[src/rtl/pma_region_table.sv]
`default_nettype none
// ============================================================================
// pma_region_table : programmable PMA rule table with a one-rule-per-cycle
//                    lookup engine returning OR-ed attributes of matching rules
// Revision: 1.0
// ============================================================================
module pma_region_table #(
    parameter int NrRules   = 4,
    parameter int AddrWidth = 64,
    parameter int IdxWidth  = (NrRules > 1) ? $clog2(NrRules) : 1
) (
    input  logic                 clk_i,
    input  logic                 rst_i,
    input  logic                 cfg_req_i,
    input  logic                 cfg_we_i,
    input  logic [IdxWidth-1:0]  cfg_idx_i,
    input  logic [1:0]           cfg_field_i,
    input  logic [AddrWidth-1:0] cfg_wdata_i,
    output logic                 cfg_gnt_o,
    output logic                 cfg_rvalid_o,
    output logic [AddrWidth-1:0] cfg_rdata_o,
    output logic                 cfg_err_o,
    input  logic                 lkp_valid_i,
    output logic                 lkp_ready_o,
    input  logic [AddrWidth-1:0] lkp_addr_i,
    output logic                 rsp_valid_o,
    input  logic                 rsp_ready_i,
    output logic                 rsp_hit_o,
    output logic                 rsp_cacheable_o,
    output logic                 rsp_executable_o,
    output logic                 rsp_nonidem_o
);

    typedef enum logic [1:0] {
        IDLE = 2'd0,
        SCAN = 2'd1,
        RESP = 2'd2
    } state_t;

    state_t state, state_next;

    logic [AddrWidth-1:0] rule_base [NrRules];
    logic [AddrWidth-1:0] rule_len  [NrRules];
    logic [3:0]           rule_attr [NrRules];   // {nonidem, exec, cache, valid}

    logic [AddrWidth-1:0] lkp_addr;
    logic [IdxWidth-1:0]  scan_idx;
    logic                 acc_hit, acc_cache, acc_exec, acc_nonidem;

    logic                 cfg_illegal;
    logic [AddrWidth-1:0] cfg_rd_val;
    logic [AddrWidth-1:0] sel_base, sel_len;
    logic [3:0]           sel_attr;
    logic                 rule_match;
    logic                 last_idx;

    assign cfg_illegal = (32'(cfg_idx_i) >= 32'(NrRules)) || (cfg_field_i == 2'd3);
    assign last_idx    = (scan_idx == IdxWidth'(NrRules - 1));

    always_comb begin
        cfg_rd_val = '0;
        sel_base   = '0;
        sel_len    = '0;
        sel_attr   = '0;
        for (int i = 0; i < NrRules; i++) begin
            if (cfg_idx_i == IdxWidth'(i)) begin
                case (cfg_field_i)
                    2'd0:    cfg_rd_val = rule_base[i];
                    2'd1:    cfg_rd_val = rule_len[i];
                    2'd2:    cfg_rd_val = {{(AddrWidth-4){1'b0}}, rule_attr[i]};
                    default: cfg_rd_val = '0;
                endcase
            end
            if (scan_idx == IdxWidth'(i)) begin
                sel_base = rule_base[i];
                sel_len  = rule_len[i];
                sel_attr = rule_attr[i];
            end
        end
    end

    // One extra bit keeps base+len from wrapping at the top of the address space.
    assign rule_match = sel_attr[0]
                     && ({1'b0, lkp_addr} >= {1'b0, sel_base})
                     && ({1'b0, lkp_addr} <  ({1'b0, sel_base} + {1'b0, sel_len}));

    always_comb begin
        state_next  = state;
        cfg_gnt_o   = 1'b0;
        lkp_ready_o = 1'b0;
        rsp_valid_o = 1'b0;
        case (state)
            IDLE: begin
                cfg_gnt_o   = cfg_req_i;
                lkp_ready_o = !cfg_req_i;
                if (lkp_valid_i && !cfg_req_i) state_next = SCAN;
            end
            SCAN: begin
                if (last_idx) state_next = RESP;
            end
            RESP: begin
                rsp_valid_o = 1'b1;
                if (rsp_ready_i) state_next = IDLE;
            end
            default: state_next = IDLE;
        endcase
    end

    assign rsp_hit_o        = rsp_valid_o & acc_hit;
    assign rsp_cacheable_o  = rsp_valid_o & acc_cache;
    assign rsp_executable_o = rsp_valid_o & acc_exec;
    assign rsp_nonidem_o    = rsp_valid_o & acc_nonidem;

    always_ff @(posedge clk_i or posedge rst_i) begin
        if (rst_i) state <= IDLE;
        else       state <= state_next;
    end

    always_ff @(posedge clk_i or posedge rst_i) begin
        if (rst_i) begin
            for (int i = 0; i < NrRules; i++) begin
                rule_base[i] <= '0;
                rule_len[i]  <= '0;
                rule_attr[i] <= '0;
            end
        end else if (cfg_gnt_o && cfg_we_i && !cfg_illegal) begin
            for (int i = 0; i < NrRules; i++) begin
                if (cfg_idx_i == IdxWidth'(i)) begin
                    case (cfg_field_i)
                        2'd0:    rule_base[i] <= cfg_wdata_i;
                        2'd1:    rule_len[i]  <= cfg_wdata_i;
                        2'd2:    rule_attr[i] <= cfg_wdata_i[3:0];
                        default: ;
                    endcase
                end
            end
        end
    end

    // Legal writes are silent; reads and any illegal access get a response beat.
    always_ff @(posedge clk_i or posedge rst_i) begin
        if (rst_i) begin
            cfg_rvalid_o <= 1'b0;
            cfg_err_o    <= 1'b0;
            cfg_rdata_o  <= '0;
        end else begin
            cfg_rvalid_o <= cfg_gnt_o && (!cfg_we_i || cfg_illegal);
            cfg_err_o    <= cfg_gnt_o && cfg_illegal;
            cfg_rdata_o  <= (cfg_gnt_o && !cfg_we_i && !cfg_illegal) ? cfg_rd_val : '0;
        end
    end

    always_ff @(posedge clk_i or posedge rst_i) begin
        if (rst_i) begin
            lkp_addr    <= '0;
            scan_idx    <= '0;
            acc_hit     <= 1'b0;
            acc_cache   <= 1'b0;
            acc_exec    <= 1'b0;
            acc_nonidem <= 1'b0;
        end else if (state == IDLE && lkp_valid_i && lkp_ready_o) begin
            lkp_addr    <= lkp_addr_i;
            scan_idx    <= '0;
            acc_hit     <= 1'b0;
            acc_cache   <= 1'b0;
            acc_exec    <= 1'b0;
            acc_nonidem <= 1'b0;
        end else if (state == SCAN) begin
            scan_idx <= scan_idx + 1'b1;
            if (rule_match) begin
                acc_hit     <= 1'b1;
                acc_cache   <= acc_cache   | sel_attr[1];
                acc_exec    <= acc_exec    | sel_attr[2];
                acc_nonidem <= acc_nonidem | sel_attr[3];
            end
        end
    end

endmodule
`default_nettype wire

[config.mk]
export PLATFORM = sky130hd
export DESIGN_NAME = pma_region_table
export DESIGN_NICKNAME = d
export VERILOG_FILES = /design/src/rtl/pma_region_table.sv
export SDC_FILE = /design/constraint.sdc
export NUM_CORES = 2
export LEC_CHECK = 0
export BUFFER_PORTS_ARGS = -buffer_cell sky130_fd_sc_hd__buf_2
export CORE_MARGIN = 2
export CORE_UTILIZATION = 40
export CTS_BUF_LIST = sky130_fd_sc_hd__clkbuf_8
export CTS_CLUSTER_SIZE = 16
export DETAILED_ROUTE_END_ITERATION = 10
export PLACE_DENSITY = 0.52
export SYNTH_ARGS = -nofsm -noshare
export SYNTH_HDL_FRONTEND = slang
export SYNTH_SLANG_ARGS = --single-unit
[constraint.sdc]
create_clock -name clk_i -period 30.7 [get_ports clk_i]
set_input_delay 3.07 -clock clk_i [delete_from_list [all_inputs] [get_ports clk_i]]
set_output_delay 3.07 -clock clk_i [all_outputs]
set_load 0.05 [all_outputs]
==> qor.yml <==
cts_tree: "yes"
worstSetupEndpointType: "register"
rows: 115
hpwlAfterDp_microns: 82800
clk_pin_slew_worst_paths_ps: 60
yosys_most_used_dff: "dfrtp_1"
crit_fanout: 81
yosys.area.top_type: "dfrtp_1"
syn_area_per_cell_sq_um: 9.98
grt_max_degree: 161
worst_setup_path_start_kind: "register"
synth_top_cells_by_area: "dfrtp_1 (42%), mux2_2 (15%), ha_1 (6.2%)"
wl_microns: 124000
postSynth.asyncResetShare_pct: 100
core_sq_mm: 0.0981
dp.cells: 5251
post-route-util_pct: 45.0
synth_fp_nets: 4297
finalSetupViolations: 0
drc: 0
synth_area_sq_mm: 0.0395
seq_area_frac_synth_pct: 42.2
power_w: 0.00374
die_w_microns: 318
fin_cells: 5468
fin_crit_ps: 8740
finalHoldViolations: 0
clk_latency_ps: 770
grt.overflow.total: 0
antenna_found_initial: 10
num_vias: 30400
ctsHoldBuffers: 0
status: "completed"
synth_cells: 3963
post-route-period-util_pct: 28.5
finalClockSkew_ps: 37.3
htree_num_levels: 3
io_buffers: 210
grt_pass1_vias: 30600
synth_top_area_share_pct: 42.2
yosysUniqueCellTypes: 76
layout-drive-gt1-share_pct: 25.4
arrival_ps: 9360
p_per_area_mw_per_mm2: 84.7
setup-tns-final_ps: 0
cts_buffers: 119
fmax_mhz: 114
initialDrtViolationCount: 1872
maxCapViolCount: 0
cts_resized: 0
antenna_left: 0
drt_pre_antenna_iters: 5
ir_drop_v: 0.0000512
place.gp.congestion: 0.878
grt_first_pass_wirelength_microns: 191000
slew_headroom_pct: 27.0
vias_per_cell: 5.56
rsz0062_at_grt: "no"
critical_path_class: "register to register"
synth-seq-cells: 666
tightest_slew_ps: 1090
start_util_pct: 40.3
yosysWarnings: 0
cts_buffer_depth: 3
min_path_type: "register to register"
syn_to_final_growth_pct: 11.7
track_usage_pct: 24.4
fp.dieH_microns: 318
synth_edf_count: 0
drv_slew: 0
p_leak_nw: 22.1
nNetsFinal: 4419
die_area_sq_mm: 0.101
cts.sinks: 666
cts-root-buf: "clkbuf_8"
required_ps: 31320
io-pin-count: 211
post_cts_buffers: 0
avgRoutedWirePerCell_microns: 22.7
-- metal layers --
layer | GRT usage (%) | vias up | wire [microns]
li1 | - | 14300 | -
met1 | 33.6 | 15300 | 57600
met2 | 40.3 | 652 | 59000
met3 | 3.46 | 160 | 5110
met4 | 5.99 | 8 | 2420
met5 | 0 | - | 46
-- power by group --
group	total [W]	switching [W]	internal, W
Sequential	0.00129	0.000196	0.00110
Clock	0.000859	0.000388	0.000471
Combinational	0.00159	0.000943	0.000644
-- final timing paths --
path                                         start                    endpoint  slack [ps]  cells after the start
min in group asynchronous                    rst_i   cfg_rdata_o[17]$_DFF_PP0_        2440                      2
min                          acc_cache$_DFFE_PP0P_       acc_cache$_DFFE_PP0P_         470                      2
min reg2reg                  acc_cache$_DFFE_PP0P_       acc_cache$_DFFE_PP0P_         470                      2
max in group asynchronous                    rst_i  rule_base[180]$_DFFE_PP0P_       25000                      5
max                        scan_idx[0]$_DFFE_PP0P_     acc_nonidem$_DFFE_PP0P_       21960                     25
max reg2reg                scan_idx[0]$_DFFE_PP0P_     acc_nonidem$_DFFE_PP0P_       21960                     25
-- cell type report --
class	count	area (sq um)
flip-flops and latches	666	16700
well taps	1287	1610
diodes	3	7.51
inverters	86	330
repair buffers	253	1430
clock inverters	60	335
multi-input cells	2959	21700
fillers	9567	54000
clock buffers	154	2120
-- layout by cell type (no fill, tap or decap), drive strengths merged, types with 6 or more instances in the layout --
cell type	count
and3	8
inv	128
and2	8
o22ai	47
nor2b	13
nand2b	12
o21bai	19
nor3	23
clkinv	14
mux4	62
a21oi	404
mux2i	160
mux2	531
nand2	488
o211ai	7
nand4	39
a211oi	13
clkbuf	154
nor4	7
a2111oi	6
nor2	470
dfrtp	666
xor2	21
a31oi	15
xnor2	39
o21a	10
a21o	131
nand3	15
o31ai	13
o2111ai	6
o21ai	150
ha	195
buf	253
-- cells by family (layout without fill, tap and decap cells) --
logic type	count (synthesis)	count (layout)	synth area share (%)
AOI/OAI and AO/OA	852	852	12.9
xor gates and xnor gates	60	60	1.33
adders and majority gates	196	196	6.22
buffers and inverters	338	553	3.39
DFF	666	666	42.2
muxes	753	753	22.7
other	0	3	0
and+or+nand+nor	1098	1098	11.3
-- cells in the mapped netlist, types with 3 or more instances --
master,instances
dfrtp_1,666
mux2_2,531
nand2_1,488
nor2_1,470
a21oi_1,403
ha_1,195
clkbuf_1,186
mux2i_1,160
o21ai_0,145
a21o_1,131
inv_1,86
mux4_2,62
buf_1,49
o22ai_1,47
xnor2_1,39
nand4_1,38
nor3_1,23
xor2_1,21
o21bai_1,19
nand3_1,15
a211oi_1,13
nor2b_1,13
nand2b_1,12
a31oi_1,11
o31ai_1,11
o21a_1,10
and2_1,8
and3_1,8
buf_2,7
o211ai_1,7
a2111oi_0,6
nor4_1,6
o2111ai_1,6
a221o_1,4
and4_1,4
buf_4,4
clkbuf_8,3
o21ai_1,3
o221ai_1,3
or2_2,3
-- critical path, cell delays in order, from the launching register on --
cell,delay (ps)
dfrtp_1,470
inv_1,190
ha_4,600
buf_4,800
buf_4,700
a21oi_1,150
o21ai_0,280
ha_1,240
inv_1,70
fa_1,400
nand2b_1,180
a21oi_1,180
o211ai_1,290
o21ai_1,330
a22oi_1,210
a31oi_2,400
a41oi_1,270
xnor2_1,190
ha_1,310
nand4_1,120
nor4_1,510
nand2_1,100
a2111oi_0,450
a21oi_1,160
nor3_1,650
o31ai_1,150
-- metrics by stage --
step | hold slack, ps | setup WS (ps) | area, sq um
6_report | 469 | 21960 | 44100
5_1_grt | 488 | 21140 | 44100
3_5_place_dp | 465 | 22060 | 41700
2_1_floorplan | 440 | 8960 | 39500
4_1_cts | 477 | 22050 | 44100
3_3_place_gp | 463 | 22290 | 41700
-- state kept, by name (all words and copies together) (netlist names) --
register,cells
rule_base,256
rule_len,256
cfg_rdata_o,64
lkp_addr,64
rule_attr,16
scan_idx,2
state,2
acc_cache,1
acc_exec,1
acc_hit,1
acc_nonidem,1
cfg_err_o,1
cfg_rvalid_o,1
(Power assumes the default switching activity.)
